File: src/rtl/mem_port_arbiter.sv
// Two-requester arbiter for the shared fetch/data memory port of the multicycle core.
// Build option: define ARB_ROUND_ROBIN_EN for alternating tie-break (default: data wins ties).
module mem_port_arbiter #(
   parameter int ADDR_W  = 32,
   parameter int DATA_W  = 32,
   parameter int MEM_LAT = 2
) (
   input  logic              clk,
   input  logic              rst,
   input  logic              if_req,
   input  logic [ADDR_W-1:0] if_addr,
   output logic [DATA_W-1:0] if_rdata,
   output logic              if_ack,
   input  logic              d_req,
   input  logic              d_we,
   input  logic [ADDR_W-1:0] d_addr,
   input  logic [DATA_W-1:0] d_wdata,
   output logic [DATA_W-1:0] d_rdata,
   output logic              d_ack,
   output logic              mem_en,
   output logic              mem_we,
   output logic [ADDR_W-1:0] mem_addr,
   output logic [DATA_W-1:0] mem_wdata,
   input  logic [DATA_W-1:0] mem_rdata,
   output logic              busy,
   output logic              grant_id
);
   localparam int CNT_W = $clog2(MEM_LAT + 1);
   localparam logic [CNT_W-1:0] CNT_LAST = CNT_W'(MEM_LAT - 1);

   typedef enum logic [1:0] {IDLE, ACCESS, DONE} state_t;

   state_t            state_q;
   logic [CNT_W-1:0]  cnt_q;
   logic [ADDR_W-1:0] addr_q;
   logic [DATA_W-1:0] wdata_q, if_rdata_q, d_rdata_q;
   logic              we_q, gid_q, en_q, if_ack_q, d_ack_q;
   logic              win_d;
   logic              grant;

`ifdef ARB_ROUND_ROBIN_EN
   logic last_grant_q;
   always_comb begin
      win_d = d_req;
      if (if_req && d_req) win_d = ~last_grant_q;
   end
`else
   always_comb begin
      win_d = d_req;
   end
`endif

   // DONE also arbitrates so a waiting requester is granted right after the ack cycle
   assign grant = ((state_q == IDLE) || (state_q == DONE)) && (if_req || d_req);

   always_ff @(posedge clk or posedge rst) begin
      if (rst) begin
         state_q    <= IDLE;
         cnt_q      <= '0;
         addr_q     <= '0;
         wdata_q    <= '0;
         we_q       <= 1'b0;
         gid_q      <= 1'b0;
         en_q       <= 1'b0;
         if_ack_q   <= 1'b0;
         d_ack_q    <= 1'b0;
         if_rdata_q <= '0;
         d_rdata_q  <= '0;
`ifdef ARB_ROUND_ROBIN_EN
         last_grant_q <= 1'b0;
`endif
      end else begin
         if_ack_q <= 1'b0;
         d_ack_q  <= 1'b0;
         case (state_q)
            IDLE, DONE: begin
               en_q <= 1'b0;
               if (grant) begin
                  state_q <= ACCESS;
                  en_q    <= 1'b1;
                  cnt_q   <= '0;
                  gid_q   <= win_d;
                  addr_q  <= win_d ? d_addr : if_addr;
                  we_q    <= win_d & d_we;
                  wdata_q <= win_d ? d_wdata : '0;
`ifdef ARB_ROUND_ROBIN_EN
                  last_grant_q <= win_d;
`endif
               end else begin
                  state_q <= IDLE;
               end
            end
            ACCESS: begin
               if (cnt_q == CNT_LAST) begin
                  state_q <= DONE;
                  en_q    <= 1'b0;
                  if (!gid_q)     if_rdata_q <= mem_rdata;
                  else if (!we_q) d_rdata_q  <= mem_rdata;
                  if_ack_q <= ~gid_q;
                  d_ack_q  <= gid_q;
               end else begin
                  cnt_q <= cnt_q + CNT_W'(1);
               end
            end
            default: begin
               state_q <= IDLE;
               en_q    <= 1'b0;
            end
         endcase
      end
   end

   assign if_rdata  = if_rdata_q;
   assign d_rdata   = d_rdata_q;
   assign if_ack    = if_ack_q;
   assign d_ack     = d_ack_q;
   assign mem_en    = en_q;
   assign mem_we    = en_q & we_q;
   assign mem_addr  = addr_q;
   assign mem_wdata = wdata_q;
   assign busy      = (state_q != IDLE);
   assign grant_id  = gid_q;

endmodule
File: config.mk
export PLATFORM = sky130hd
export DESIGN_NAME = mem_port_arbiter
export DESIGN_NICKNAME = d
export VERILOG_FILES = /design/src/rtl/mem_port_arbiter.sv
export SDC_FILE = /design/constraint.sdc
export NUM_CORES = 1
export LEC_CHECK = 0
export CAP_MARGIN = 25
export CORE_ASPECT_RATIO = 0.7
export CORE_MARGIN = 2
export CORE_UTILIZATION = 37
export CTS_BUF_LIST = sky130_fd_sc_hd__clkbuf_4 sky130_fd_sc_hd__clkbuf_8 sky130_fd_sc_hd__clkbuf_16
export DETAILED_ROUTE_END_ITERATION = 6
export MAX_ROUTING_LAYER = met4
export PLACE_DENSITY = 0.74
export SLEW_MARGIN = 25
export SYNTH_ARGS = -nofsm -noshare
export SYNTH_HDL_FRONTEND = slang
export SYNTH_SLANG_ARGS = --single-unit
File: constraint.sdc
create_clock -name clk -period 4.09 [get_ports clk]
set_clock_uncertainty 0.2 [all_clocks]
set_input_delay 0.409 -clock clk [delete_from_list [all_inputs] [get_ports clk]]
set_output_delay 0.409 -clock clk [all_outputs]
set_load 0.01 [all_outputs]
### After elaboration in Yosys (flattened, before gate mapping)

Index checks and enable logic that the tools add are counted.

| storage, ports and cells | value |
|---|---|
| register bits | 137 |
| output and inout port bits | 134 |

| operators by class | value |
|---|---|
| reductions and logical operators | 11 |
| eq/ne operators | 6 |
| muxes and demuxes | 15 |
| $add $sub $neg | 1 |
| bitwise gates (word level) | 4 |

Operator list:

| cell | count |
|---|---|
| 32-bit two-way mux | 2 |
| 2-bit case mux with 2 select lines | 2 |
| 1-bit two-way mux | 7 |
| 2-bit two-way mux | 3 |
| 2-bit != test (second input constant) | 3 |
| 3-bit AND reduction | 2 |
| 2-bit by 1-bit equality test with 1-bit output (second input constant) | 2 |
| 4-bit AND reduction | 1 |
| 2-bit nonzero test | 2 |
| 2-bit by 1-bit adder with 2-bit output (second input constant) | 1 |
| 1-bit bitwise AND | 2 |
| 2-bit equality test (second input constant) | 1 |
| 2-bit logical NOT | 1 |
| 1-bit logical OR | 2 |
| 1-bit inverter | 2 |
| 1-bit case mux with 2 select lines | 1 |
| 2-bit AND reduction | 1 |
| 2-bit OR reduction | 1 |
| 1-bit logical AND | 1 |

### Longest topological paths before layout

| logic depth | value |
|---|---|
| word-level depth | 5 |
| gate-level depth with buffers | 7 |

### Worst setup path before layout

Ideal clock, no wire load.

| path | value |
|---|---|
| kind | flip-flop to flip-flop |
| from | register cnt_q[1] |
| to | register if_rdata_q[10], in the netlist if_rdata[10] |
| setup time | 0.125 ns |
| path slack | 2.318 ns |
| clock period less this slack | 1.772 ns |
| buffers on the path | 2 |
| cell stages (with the launch flop) | 8 |
| data arrival time | 1.447 ns |
| path through | dfrtp_1 > inv_1 > ha_1 > and3b_1 > nor2b_1 > buf_6 > buf_6 > mux2_4 |

| between the ends | value |
|---|---|
| cells in the longest elaborated chain, start to end | 2 |

Ends and longest elaborated chain:

| element | line | RTL |
|---|---|---|
| start, declared | 34 | `logic [CNT_W-1:0] cnt_q;` |
| start signal, assigned | 102 | `cnt_q <= cnt_q + CNT_W'(1);` |
| 2-bit by 1-bit equality test with 1-bit output | 94 | `if (cnt_q == CNT_LAST) begin` |
| 3-bit AND reduction (no source line) | n/a |  |
| end signal, assigned | 97 | `if (!gid_q) if_rdata_q <= mem_rdata;` |
| end, declared | 36 | `logic [DATA_W-1:0] wdata_q, if_rdata_q, d_rdata_q;` |

Every way passes these cells.
A chain may end at the register's enable or synchronous reset.

### Worst setup path after layout

| path | value |
|---|---|
| from | register cnt_q[1] |
| to | register if_rdata_q[31], in the netlist if_rdata[31] |

Same word-level chain as after synthesis.

==> impl_results.md <==
- Min-Delay Path Class: input port to async pin
- CP max FO: 18
- GPL Wtd Cong: 0.805
- Final Cell Area: 9120 sq um
- Post-CTS setup repair buffer count: 0
- R2r worst-path depth: 6
- Final setup TNS: 0 ns
- Flops & latches, synth: 137
- Max-cap violations: 0
- Tcrit/Tclk final: 0.626
- Setup violations, final: 0
- Die area: ~16000 sq um
- H-tree lvl count: 4
- Final Max Tran Viols: 0
- Area after DPL: 8550 sq um
- Slowest-stage cell, CP: nor2b_4
- DPL Wire Length: 11400 um
- Largest net degree at the start of global routing: 109
- Die width: 152 um
- Critical path type: flop to flop
- Place WS: ~1.5 ns
- Outcome: finished, final reports clean
- Switching share of power: 0.312
- Clock Pin Slew Worst Setup and Hold Paths: 0.06 ns
- Switching power: between 2 and 2.5 mW
- Clk root buf: clkbuf_16
- CP peak stage delay: 0.64 ns
- Register share of total power: 0.351
- Power Internal: roughly 4.8 mW
- Rows: 37
- Final WL: between 15000 and 20000 um
- Wire per inst: 16.8 um
- YS warnings: 0
- Drt via density: 4.72
- Hold buffer count at cts: 0
- Count of cell types in the netlist: 22
- Max Freq: about 0.4 GHz
- Gate Count Post-Synth: 444
- Relative slew slack: 0.426
- Worst Path Required: around 4.2 ns
- CTS Buffer Depth: 2
- Antenna Nets Post-Route: 0
- Most frequent cells in the layout: clkdlybuf4s50_1 (265), dfrtp_1 (137), nand2_1 (99), o21ai_0 (67), mux2_4 (59)
- Final hold vios: 0
- RSZ-0062 raised after global routing: no
- WP data arrival: 2.65 ns
- Max IR drop VDD: 0.278 mV
- Vias in the first global route: ~4500
- DRC Markers: 0
- Combinational share of power: 0.442
- Resized cells post-CTS: 0
- Die height: 108 um
- DR pass1 iterations: 4
- Most common cell after layout, fill and taps aside: clkdlybuf4s50_1
- Share of cells above drive strength 1: 0.154
- PwrDens: 764 nW/um^2
- Avg Cell Area, Syn: 12.9 sq um
- Clk_lat worst skew: ~0.4 ns
- First-pass GRT wire length: 24600 um
- Cell area after synthesis: 5710 sq um
- GRT overflow: 0
- GRT Util Overall: 0.199
- Final Worst Setup Slack: approximately 1.5 ns
- CTS buffer count: 17
- Synth Net Count: around 580
- P&R area growth vs syn: 59.9%
- Sequential share of the synthesized area: 0.601
- Clk pwr share: 0.206
- Via count: 4322
- Leak: roughly 4 nW
- Hold slack: 0.184 ns
- Setup crit end kind: flop
- Worst-margin pin slew: 0.861 ns
- Critical Path, Cell by Cell: inv_1, ha_1, and3b_1, nor2b_4, buf_4, mux2_2
- Initial antenna violation count: 2
- CTS Sinks: approximately 140
- Core area: 14900 sq um
- IO Port Bufs: 266
- Initial core utilization: 0.383
- Final Util: 0.612
- IO Pins: 267
- Drt initial violations: 147
- Final nets: ~840
- Critical path launch point type: flop
- Final min period: 2.56 ns
- CTS tree: built
-- state kept, by name, indices dropped and copies added, names as in the netlist --
register,count
we_q,1
d_rdata,32
if_ack,1
state_q,2
mem_en,1
if_rdata,32
cnt_q,2
d_ack,1
grant_id,1
mem_wdata,32
mem_addr,32
-- cell usage after synthesis --
master,n,share of area
ha_1,1,0.0022
inv_1,3,0.0020
clkbuf_1,10,0.0066
o21ai_0,67,0.059
dfrtp_1,137,0.60
nand3_1,1,0.00088
buf_4,1,0.0013
buf_6,8,0.016
and4b_1,1,0.0018
nor2b_4,1,0.0024
o21bai_2,1,0.0020
mux2_4,59,0.16
and3b_1,1,0.0015
mux2i_1,32,0.056
buf_2,11,0.0096
nor2b_1,1,0.0011
or3b_2,1,0.0015
and2_1,1,0.0011
nand2_1,99,0.065
o22ai_1,1,0.0011
mux2_2,6,0.012
or2_2,1,0.0011
-- final timing paths --
check | endpoint | startpoint | slack (ns)
setup / recovery | if_rdata[31]$_DFFE_PP0P_ | cnt_q[1]$_DFFE_PP0P_ | 1.53
hold / removal | mem_wdata[1]$_DFFE_PP0P_ | rst | 0.18
setup reg to reg | if_rdata[31]$_DFFE_PP0P_ | cnt_q[1]$_DFFE_PP0P_ | 1.53
hold reg to reg | mem_wdata[11]$_DFFE_PP0P_ | mem_wdata[11]$_DFFE_PP0P_ | 0.28
max in group asynchronous | if_rdata[3]$_DFFE_PP0P_ | rst | 2.92
min in group clk | mem_wdata[11]$_DFFE_PP0P_ | mem_wdata[11]$_DFFE_PP0P_ | 0.28
-- area by class of cell --
cell class                 instances  area (sq um)
tap                              195           244
clock inverter                    10          96.3
timing repair buffer             274          2780
sequential                       137          3430
inverter                           3          15.0
clock buffer                      21           468
fill                            1161          5780
antenna                            2          5.00
multi-input combinational        274          2090
-- routing by layer --
| metal | routed length (um) | track usage | vias up |
|---|---|---|---|
| li1 | - | - | 2035 |
| met4 | 114 | 0.0437 | 0 |
| met2 | 7340 | 0.312 | 188 |
| met5 | 0 | - | - |
| met3 | 1050 | 0.0652 | 11 |
| met1 | 6840 | 0.255 | 2088 |
-- logic make-up after synthesis --
kind of cell	synth area share
muxes	0.223
DFF	0.601
AOI/OAI and AO/OA	0.0618
adders and majority gates	0.00219
and+or+nand+nor	0.0765
buffers and inverters	0.0353
-- power groups by stage --
stage | Combinational (mW) | Clock (mW) | Sequential, mW
floorplan | 1.15 | 0 | 2.68
global placement | 3.04 | 0 | 2.43
detailed placement | 3.12 | 0 | 2.46
CTS | 3.13 | 1.48 | 2.45
global route | 3.30 | 1.54 | 2.53
finish | 3.08 | 1.44 | 2.45
-- stage by stage --
| stage | power, mW | cells |
|---|---|---|
| 2_1_floorplan | 3.82 | 444 |
| 6_report | 6.97 | 916 |
| 5_1_grt | 7.38 | 916 |
| 3_3_place_gp | 5.47 | 881 |
| 4_1_cts | 7.06 | 914 |
| 3_5_place_dp | 5.58 | 883 |
-- critical path: cells and delay by family, from the launching register on --
kind / cells / cell delay (ns)
AND/OR/NAND/NOR: 2 / 0.83
buffers and inverters: 2 / 0.49
flip-flops: 1 / 0.36
multiplexers: 1 / 0.37
adder cells (fa/ha/maj): 1 / 0.17
Note: power is estimated with default switching activity, not from simulation.
